[src/rtl/adder_pkg.sv]
// Shared definitions for the bit-serial adder: FSM state encoding and default operand width.
// Pure declarations; no logic, no latency, no flow control.
package adder_pkg;

    localparam int ADDER_WIDTH = 8;

    typedef enum logic [1:0] {
        ST_IDLE = 2'd0,
        ST_RUN  = 2'd1,
        ST_DONE = 2'd2
    } state_t;

endpackage

[src/rtl/logic_full_adder.sv]
// Single-bit full adder cell, purely combinational.
// Zero latency; no flow control.
module logic_full_adder (
    input  logic a,
    input  logic b,
    input  logic cin,
    output logic s,
    output logic cout
);

    assign s    = a ^ b ^ cin;
    assign cout = (a & b) | (cin & (a ^ b));

endmodule

[src/rtl/serial_adder_ctrl.sv]
// Bit-serial WIDTH-bit adder: one full-adder cell reused LSB first, carry held in a flop; done WIDTH clocks after accept.
// start is only sampled in IDLE; requests during RUN/DONE are dropped, giving one add per WIDTH+2 clocks at best.
module serial_adder_ctrl
    import adder_pkg::*;
#(
    parameter  int WIDTH = ADDER_WIDTH,
    localparam int CNT_W = $clog2(WIDTH + 1)
) (
    input  logic             clk,
    input  logic             reset_p,
    input  logic             start,
    input  logic [WIDTH-1:0] a_in,
    input  logic [WIDTH-1:0] b_in,
    input  logic             cin,
    output logic             busy,
    output logic             done,
    output logic [WIDTH-1:0] sum,
    output logic             cout
);

    localparam logic [CNT_W-1:0] LAST_CNT = CNT_W'(WIDTH - 1);

    state_t             r_state;
    state_t             w_next_state;
    logic [WIDTH-1:0]   r_a_sh;
    logic [WIDTH-1:0]   r_b_sh;
    // Holds the WIDTH-1 sum bits produced before the final one, newest at the MSB.
    logic [WIDTH-2:0]   r_res;
    logic               r_carry;
    logic [CNT_W-1:0]   r_cnt;
    logic [WIDTH-1:0]   r_sum;
    logic               r_cout;

    logic               w_s;
    logic               w_c;
    logic               w_accept;
    logic               w_last;

    logic_full_adder u_cell (
        .a    (r_a_sh[0]),
        .b    (r_b_sh[0]),
        .cin  (r_carry),
        .s    (w_s),
        .cout (w_c)
    );

    always_ff @(posedge clk or posedge reset_p) begin
        if (reset_p) begin
            r_state <= ST_IDLE;
        end else begin
            r_state <= w_next_state;
        end
    end

    always_comb begin
        w_next_state = r_state;
        w_accept     = 1'b0;
        w_last       = 1'b0;
        case (r_state)
            ST_IDLE: begin
                if (start) begin
                    w_accept     = 1'b1;
                    w_next_state = ST_RUN;
                end
            end
            ST_RUN: begin
                if (r_cnt == LAST_CNT) begin
                    w_last       = 1'b1;
                    w_next_state = ST_DONE;
                end
            end
            ST_DONE: begin
                w_next_state = ST_IDLE;
            end
            default: begin
                w_next_state = ST_IDLE;
            end
        endcase
    end

    always_ff @(posedge clk or posedge reset_p) begin
        if (reset_p) begin
            r_a_sh  <= '0;
            r_b_sh  <= '0;
            r_res   <= '0;
            r_carry <= 1'b0;
            r_cnt   <= '0;
            r_sum   <= '0;
            r_cout  <= 1'b0;
        end else if (w_accept) begin
            r_a_sh  <= a_in;
            r_b_sh  <= b_in;
            r_carry <= cin;
            r_cnt   <= '0;
        end else if (r_state == ST_RUN) begin
            r_a_sh  <= r_a_sh >> 1;
            r_b_sh  <= r_b_sh >> 1;
            r_carry <= w_c;
            r_res   <= (WIDTH-1)'({w_s, r_res} >> 1);
            r_cnt   <= r_cnt + CNT_W'(1);
            if (w_last) begin
                r_sum  <= {w_s, r_res};
                r_cout <= w_c;
            end
        end
    end

    assign busy = (r_state == ST_RUN);
    assign done = (r_state == ST_DONE);
    assign sum  = r_sum;
    assign cout = r_cout;

endmodule

[config.mk]
export PLATFORM = sky130hd
export DESIGN_NAME = serial_adder_ctrl
export DESIGN_NICKNAME = d
export VERILOG_FILES = /design/src/rtl/adder_pkg.sv /design/src/rtl/logic_full_adder.sv /design/src/rtl/serial_adder_ctrl.sv
export SDC_FILE = /design/constraint.sdc
export NUM_CORES = 1
export LEC_CHECK = 0
export BUFFER_PORTS_ARGS = -buffer_cell sky130_fd_sc_hd__buf_2
export CAP_MARGIN = 20
export CORE_MARGIN = 2
export CORE_UTILIZATION = 40
export DETAILED_ROUTE_END_ITERATION = 10
export PLACE_DENSITY = 0.56
export SLEW_MARGIN = 15
export SYNTH_ARGS = -nofsm -noshare
export SYNTH_HDL_FRONTEND = slang
export SYNTH_SLANG_ARGS = --single-unit
[constraint.sdc]
create_clock -name clk -period 3.2 [get_ports clk]
set_clock_uncertainty 0.1 [all_clocks]
set_input_delay 0.16 -clock clk [delete_from_list [all_inputs] [get_ports clk]]
set_output_delay 0.16 -clock clk [all_outputs]
set_load 0.05 [all_outputs]
==> impl_metrics.json, run 1 <==
{
  "numCtsBuffers": 5,
  "clock_path_buffers": 2,
  "die_w_um": 69.6,
  "ant_nets": 0,
  "fin_crit_ps": 2310,
  "ios": 31,
  "wl_per_cell_um": 13.4,
  "synth-seq-cells": 39,
  "whs_path_depth": 3,
  "port-buffer-count": 30,
  "crit_fanout": 22,
  "crit_required_ps": 2940,
  "netlist_area_um2": 1720,
  "fmax_mhz": 432,
  "avgSynthCellArea_um2": 10.4,
  "synth_top_family_by_area": "simple AND/OR/NAND/NOR gates",
  "stdcell_area_um2": 2010,
  "synth_top_cell_by_area": "dfrtp_1",
  "cts_tree": "done",
  "outcome": "finished, final reports clean",
  "max_stage_delay_ps": 750,
  "synth_cell_types": 21,
  "synth_mux_area_share_pct": 6.54,
  "antenna_cells": 0,
  "slowest_stage": "dfrtp_1",
  "rows": 23,
  "grt_overflow_total": 0,
  "start_kind": "flip-flop",
  "tightestPinTransition_ps": 773,
  "drt-pass1-iter-count": 4,
  "hold_viol_final": 0,
  "drive_gt1_share_pct": 25.8,
  "clock-sinks": 39,
  "gp_congestion": 0.779,
  "synth_area_leaders": "dfrtp_1, nand2_1, mux2_2, and3b_1, o21ai_0",
  "layout_setup_ws_ps": 887,
  "grt_max_degree": 40,
  "grt_pass1_vias": 1238,
  "dpl.cell_count": 239,
  "synthCells": 165,
  "synthAdderAreaFrac_pct": 1.89,
  "path_clk_slew_ps": 70,
  "cts_hold_buffers": 1,
  "coreArea_um2": 4060,
  "drv_slew": 0,
  "worstSkewPairLatency_ps": 290,
  "cts_resized": 0,
  "finalSetupViolations": 0,
  "maxCapViolations": 0,
  "drt_iter0_drc": 85,
  "routed_wl_um": 3330,
  "power_density_nw_per_um2": 983,
  "p_leak_nw": 1.01,
  "synth_warnings": 0,
  "final_nets": 219,
  "syn_nets": 187,
  "start_util_pct": 42.4,
  "die-area_um2": 4840,
  "yosysSeqAreaShare_pct": 56.7,
  "drc": 0,
  "synth_compound_area_share_pct": 13.5,
  "synth_top_area_share_pct": 56.7,
  "final_cell_count_no_fill": 248,
  "reg2regPathDepth": 3,
  "peakVddDrop_uv": 414,
  "post_cts_buffers": 0,
  "dp_slack_ps": 1070,
  "placed_area_um2": 1920,
  "fin_hold_ws_ps": 43.1,
  "synth-xor-area-share_pct": 0,
  "cp.arrival_ps": 2050,
  "synth-simple-area-share_pct": 19.0,
  "die_h_um": 69.6,
  "critPathCaptureType": "output pin",
  "cts.htree.levels": 2,
  "vias": 1265,
  "rsz0062_at_grt": "no",
  "hp-class": "input port to flip-flop",
  "grt_pass1_wl_um": 5930,
  "fillers": 398,
  "max_slew_margin_pct": 48.5,
  "worstSetupPathType": "flip-flop to output pin",
  "period_share_pct": 72.3,
  "antenna_found_initial": 0,
  "fin_setup_tns_ps": 0,
  "area_growth_pct": 16.6,
  "post-dp-hpwl_um": 2230,
  "path_cells": "nand2b_2, clkinv_1, buf_2",
  "cts_root_buf": "clkbuf_8",
  "vias_per_cell": 5.10,
  "grt_usage_pct": 15.3
}
-- Yosys cell counts --
cell type and count:
mux2_2 10, a22o_1 2, and3b_1 11, nand2b_2 1, o21ai_0 18, nor2_1 2, o21bai_2 1, a21oi_1 15
nand3_1 2, nor3_4 1, dfrtp_1 39, clkbuf_1 5, nand2_1 40, fa_1 1, buf_2 3, inv_1 1
clkinv_1 1, nor2b_1 6, o311ai_0 1, ha_1 1, a22oi_1 4
-- per-layer routing --
layer | wire, um | vias up | track usage [%]
li1 | - | 629 | -
met1 | 1700 | 602 | 21.6
met2 | 1410 | 26 | 21.8
met3 | 141 | 8 | 3.92
met4 | 81 | 0 | 7.84
met5 | 0 | - | 0
-- cell families after synthesis --
family | Yosys count
multiplexers | 10
adder cells (fa/ha/maj) | 2
buffers and inverters | 10
flip-flops | 39
AO/OA/AOI/OAI | 41
AND/OR/NAND/NOR | 63
-- critical path: cells and delay by family, from the launching register on --
kind	cells	cell delay [ps]
flops	1	750
simple gates	1	390
buf+inv	2	630
-- path summary, 6_finish.rpt --
kind / startpoint / endpoint / slack [ps]
worst min register to register: r_res[0]$_DFFE_PP0P_ / r_res[0]$_DFFE_PP0P_ / 390
max in group asynchronous: reset_p / r_b_sh[7]$_DFFE_PP0P_ / 2230
worst max-delay path: r_state[1]$_DFFE_PP0P_ / busy / 890
worst min-delay path: a_in[7] / r_a_sh[7]$_DFFE_PP0P_ / 40
min in group asynchronous: reset_p / sum[2]$_DFFE_PP0P_ / 430
worst max register to register: r_state[1]$_DFFE_PP0P_ / sum[4]$_DFFE_PP0P_ / 1080
-- layout make-up --
type	count	area (um^2)	share of cell area [%]
clock inverters	1	5.00	0.249
multi-input cells	116	704	35.1
repair buffers	33	175	8.73
clock buffers	7	76.3	3.80
well taps	50	62.6	3.12
flip-flops and latches	39	976	48.6
inverters	2	7.51	0.374
-- state kept, by name, indices dropped and copies added, names as in the netlist --
name	cells
r_res	7
r_carry	1
r_b_sh	8
sum	8
r_a_sh	8
r_cnt	4
cout	1
r_state	2
-- where the power goes --
part	internal (mW)	switching [mW]
Clock	0.153	0.163
Combinational	0.285	0.520
Sequential	0.694	0.157
Total	1.13	0.840
-- cell usage in the layout, fill, tap and decap left out --
cell type      Yosys  final
nor2b_1            6      6
nand2_1           40     40
clkbuf_1           5      2
o311ai_0           1      1
nand2b_2           1      1
nor2_1             2      2
clkinv_1           1      1
a21oi_1           15     15
o21ai_0           18     18
a22o_1             2      2
a22oi_1            4      4
and3b_1           11     11
clkbuf_8           0      5
o21bai_2           1      1
buf_4              0      2
dlygate4sd3_1      0      1
clkinv_2           0      1
fa_1               1      1
nor3_4             1      1
buf_2              3     30
inv_1              1      1
ha_1               1      1
dfrtp_1           39     39
mux2_2            10     10
nand3_1            2      2
-- per-stage QoR --
| step | total power, mW | utilization, % |
|---|---|---|
| 6_report | 1.97 | 49.5 |
| 3_5_place_dp | 1.67 | 47.2 |
| 3_3_place_gp | 1.65 | 47.2 |
| 5_1_grt | 2.13 | 49.5 |
| 4_1_cts | 1.99 | 49.5 |
| 2_1_floorplan | 1.47 | - |
No activity file was read; power rests on OpenSTA's default activity.
==> run 2: changes to the inputs <==
==> constraint.sdc (replaced) <==
create_clock -name clk -period 2.2 [get_ports clk]
set_clock_uncertainty 0.1 [all_clocks]
set_input_delay 0.11 -clock clk [delete_from_list [all_inputs] [get_ports clk]]
set_output_delay 0.11 -clock clk [all_outputs]
set_load 0.05 [all_outputs]
==> impl_metrics.json, run 2 (same netlist as run 1, synthesis figures left out) <==
{
  "drc": 0,
  "cp.arrival_ps": 1610,
  "p_leak_nw": 1.03,
  "drive_gt1_share_pct": 27.9,
  "numCtsBuffers": 5,
  "slowest_stage": "dfrtp_1",
  "tightestPinTransition_ps": 489,
  "worstSkewPairLatency_ps": 290,
  "wl_per_cell_um": 13.8,
  "placed_area_um2": 1940,
  "die_w_um": 69.6,
  "rows": 23,
  "cts.htree.levels": 2,
  "grt_pass1_wl_um": 6130,
  "worstSetupPathType": "flip-flop to output pin",
  "routed_wl_um": 3460,
  "antenna_cells": 0,
  "outcome": "finished, final reports clean",
  "cts_resized": 0,
  "path_clk_slew_ps": 80,
  "cts_tree": "done",
  "gp_congestion": 0.725,
  "stdcell_area_um2": 2050,
  "max_slew_margin_pct": 67.3,
  "fin_crit_ps": 1820,
  "ios": 31,
  "start_kind": "flip-flop",
  "fillers": 380,
  "maxCapViolations": 0,
  "antenna_found_initial": 0,
  "grt_max_degree": 40,
  "fin_setup_tns_ps": 0,
  "clock_path_buffers": 2,
  "path_cells": "nand2b_2, buf_4, clkinv_1, buf_2",
  "vias_per_cell": 5.10,
  "clock-sinks": 39,
  "finalSetupViolations": 0,
  "port-buffer-count": 30,
  "critPathCaptureType": "output pin",
  "start_util_pct": 42.4,
  "post_cts_buffers": 0,
  "hold_end": "r_a_sh[7]$_DFFE_PP0P_",
  "final_common_cell": "nand2_1",
  "peakVddDrop_uv": 623,
  "drt-pass1-iter-count": 4,
  "hold_viol_final": 0,
  "rsz0062_at_grt": "no",
  "die-area_um2": 4840,
  "coreArea_um2": 4060,
  "hp-class": "input port to flip-flop",
  "final_cell_mix": "nand2_1, dfrtp_1, buf_2",
  "grt_pass1_vias": 1353,
  "worstHoldStart": "a_in[7]",
  "r2r_slack_ps": 500,
  "cts_root_buf": "clkbuf_8",
  "power_density_nw_per_um2": 1460,
  "crit_fanout": 10,
  "area_growth_pct": 19.2,
  "drv_slew": 0,
  "post-dp-hpwl_um": 2360,
  "drt_iter0_drc": 104,
  "path_buf_inv": 3,
  "die_h_um": 69.6,
  "ant_nets": 0,
  "period_share_pct": 82.9,
  "whs_path_depth": 3,
  "crit_required_ps": 1990,
  "r2r_end": "cout$_DFFE_PP0P_",
  "vias": 1281,
  "max_stage_delay_ps": 410,
  "grt_usage_pct": 15.7,
  "r2r_start": "r_cnt[0]$_DFFE_PP0P_",
  "grt_overflow_total": 0,
  "fmax_mhz": 549,
  "reg2regPathDepth": 4,
  "critPathTopFamily": "buffers and inverters",
  "final_nets": 222
}
==> run 2: cell types whose count changed in the layout (fill, tap and decap cells not counted) <==
cell,previous run,this run
buf_4,2,5
clkbuf_1,2,0
clkbuf_8,5,7
clkinv_2,1,0
clkinvlp_4,0,1
==> run 2: through the flow <==
stage	cells	util [%]	setup slack [ps]	power (mW)	hold WS, ps
floorplan	165	-	409	2.14	203
global placement	242	47.8	542	2.44	145
detailed placement	242	47.8	498	2.48	167
CTS	251	50.6	354	3.03	9.66
global route	251	50.6	240	3.23	24.0
finish	251	50.6	377	2.99	6.16
==> run 2: how the worst max path moves through the flow <==
stage,start,to,cells after the start
after floorplan,r_state[0]$_DFFE_PP0P_,r_carry$_DFFE_PP0P_,5
after global placement,r_cnt[0]$_DFFE_PP0P_,sum[5]$_DFFE_PP0P_,4
after detailed placement,r_cnt[0]$_DFFE_PP0P_,cout$_DFFE_PP0P_,4
after CTS,r_state[0]$_DFFE_PP0P_,busy,4
after global routing,r_state[0]$_DFFE_PP0P_,busy,4
final,r_state[0]$_DFFE_PP0P_,busy,4
==> run 2: report_power, final <==
group / leakage (nW) / internal (mW) / switching (mW)
clock network: 0.0505 / 0.285 / 0.243
logic: 0.475 / 0.449 / 0.820
registers: 0.505 / 1.01 / 0.186
==> run 2: worst reg2reg max path: stages, from the launching register on <==
cell and delay (ps):
dfrtp_1 390, ha_1 190, nand2_1 100, nor3_4 400, mux2_2 400
==> run 2: final cells by class <==
| cell class | count | area [um^2] | area share, % |
|---|---|---|---|
| Timing Repair Buffer | 36 | 198 | 9.63 |
| Sequential cell | 39 | 976 | 47.6 |
| Inverter | 2 | 7.51 | 0.366 |
| Clock buffer | 7 | 96.3 | 4.70 |
| Clock inverter | 1 | 7.51 | 0.366 |
| Multi-Input combinational cell | 116 | 704 | 34.3 |
| Tap cell | 50 | 62.6 | 3.05 |
==> run 2: repair_timing <==
action	4_1_cts	5_1_grt
hold endpoints to repair	39	0
setup endpoints to repair	0	0
hold buffers	1	0
==> run 2: per-layer routing <==
layer	share of wire (%)	track usage, %	vias up
met5	0	0	-
met4	1.1	5.88	0
met3	3.5	3.92	5
met2	46	24.5	19
met1	49	21.1	621
li1	-	-	636
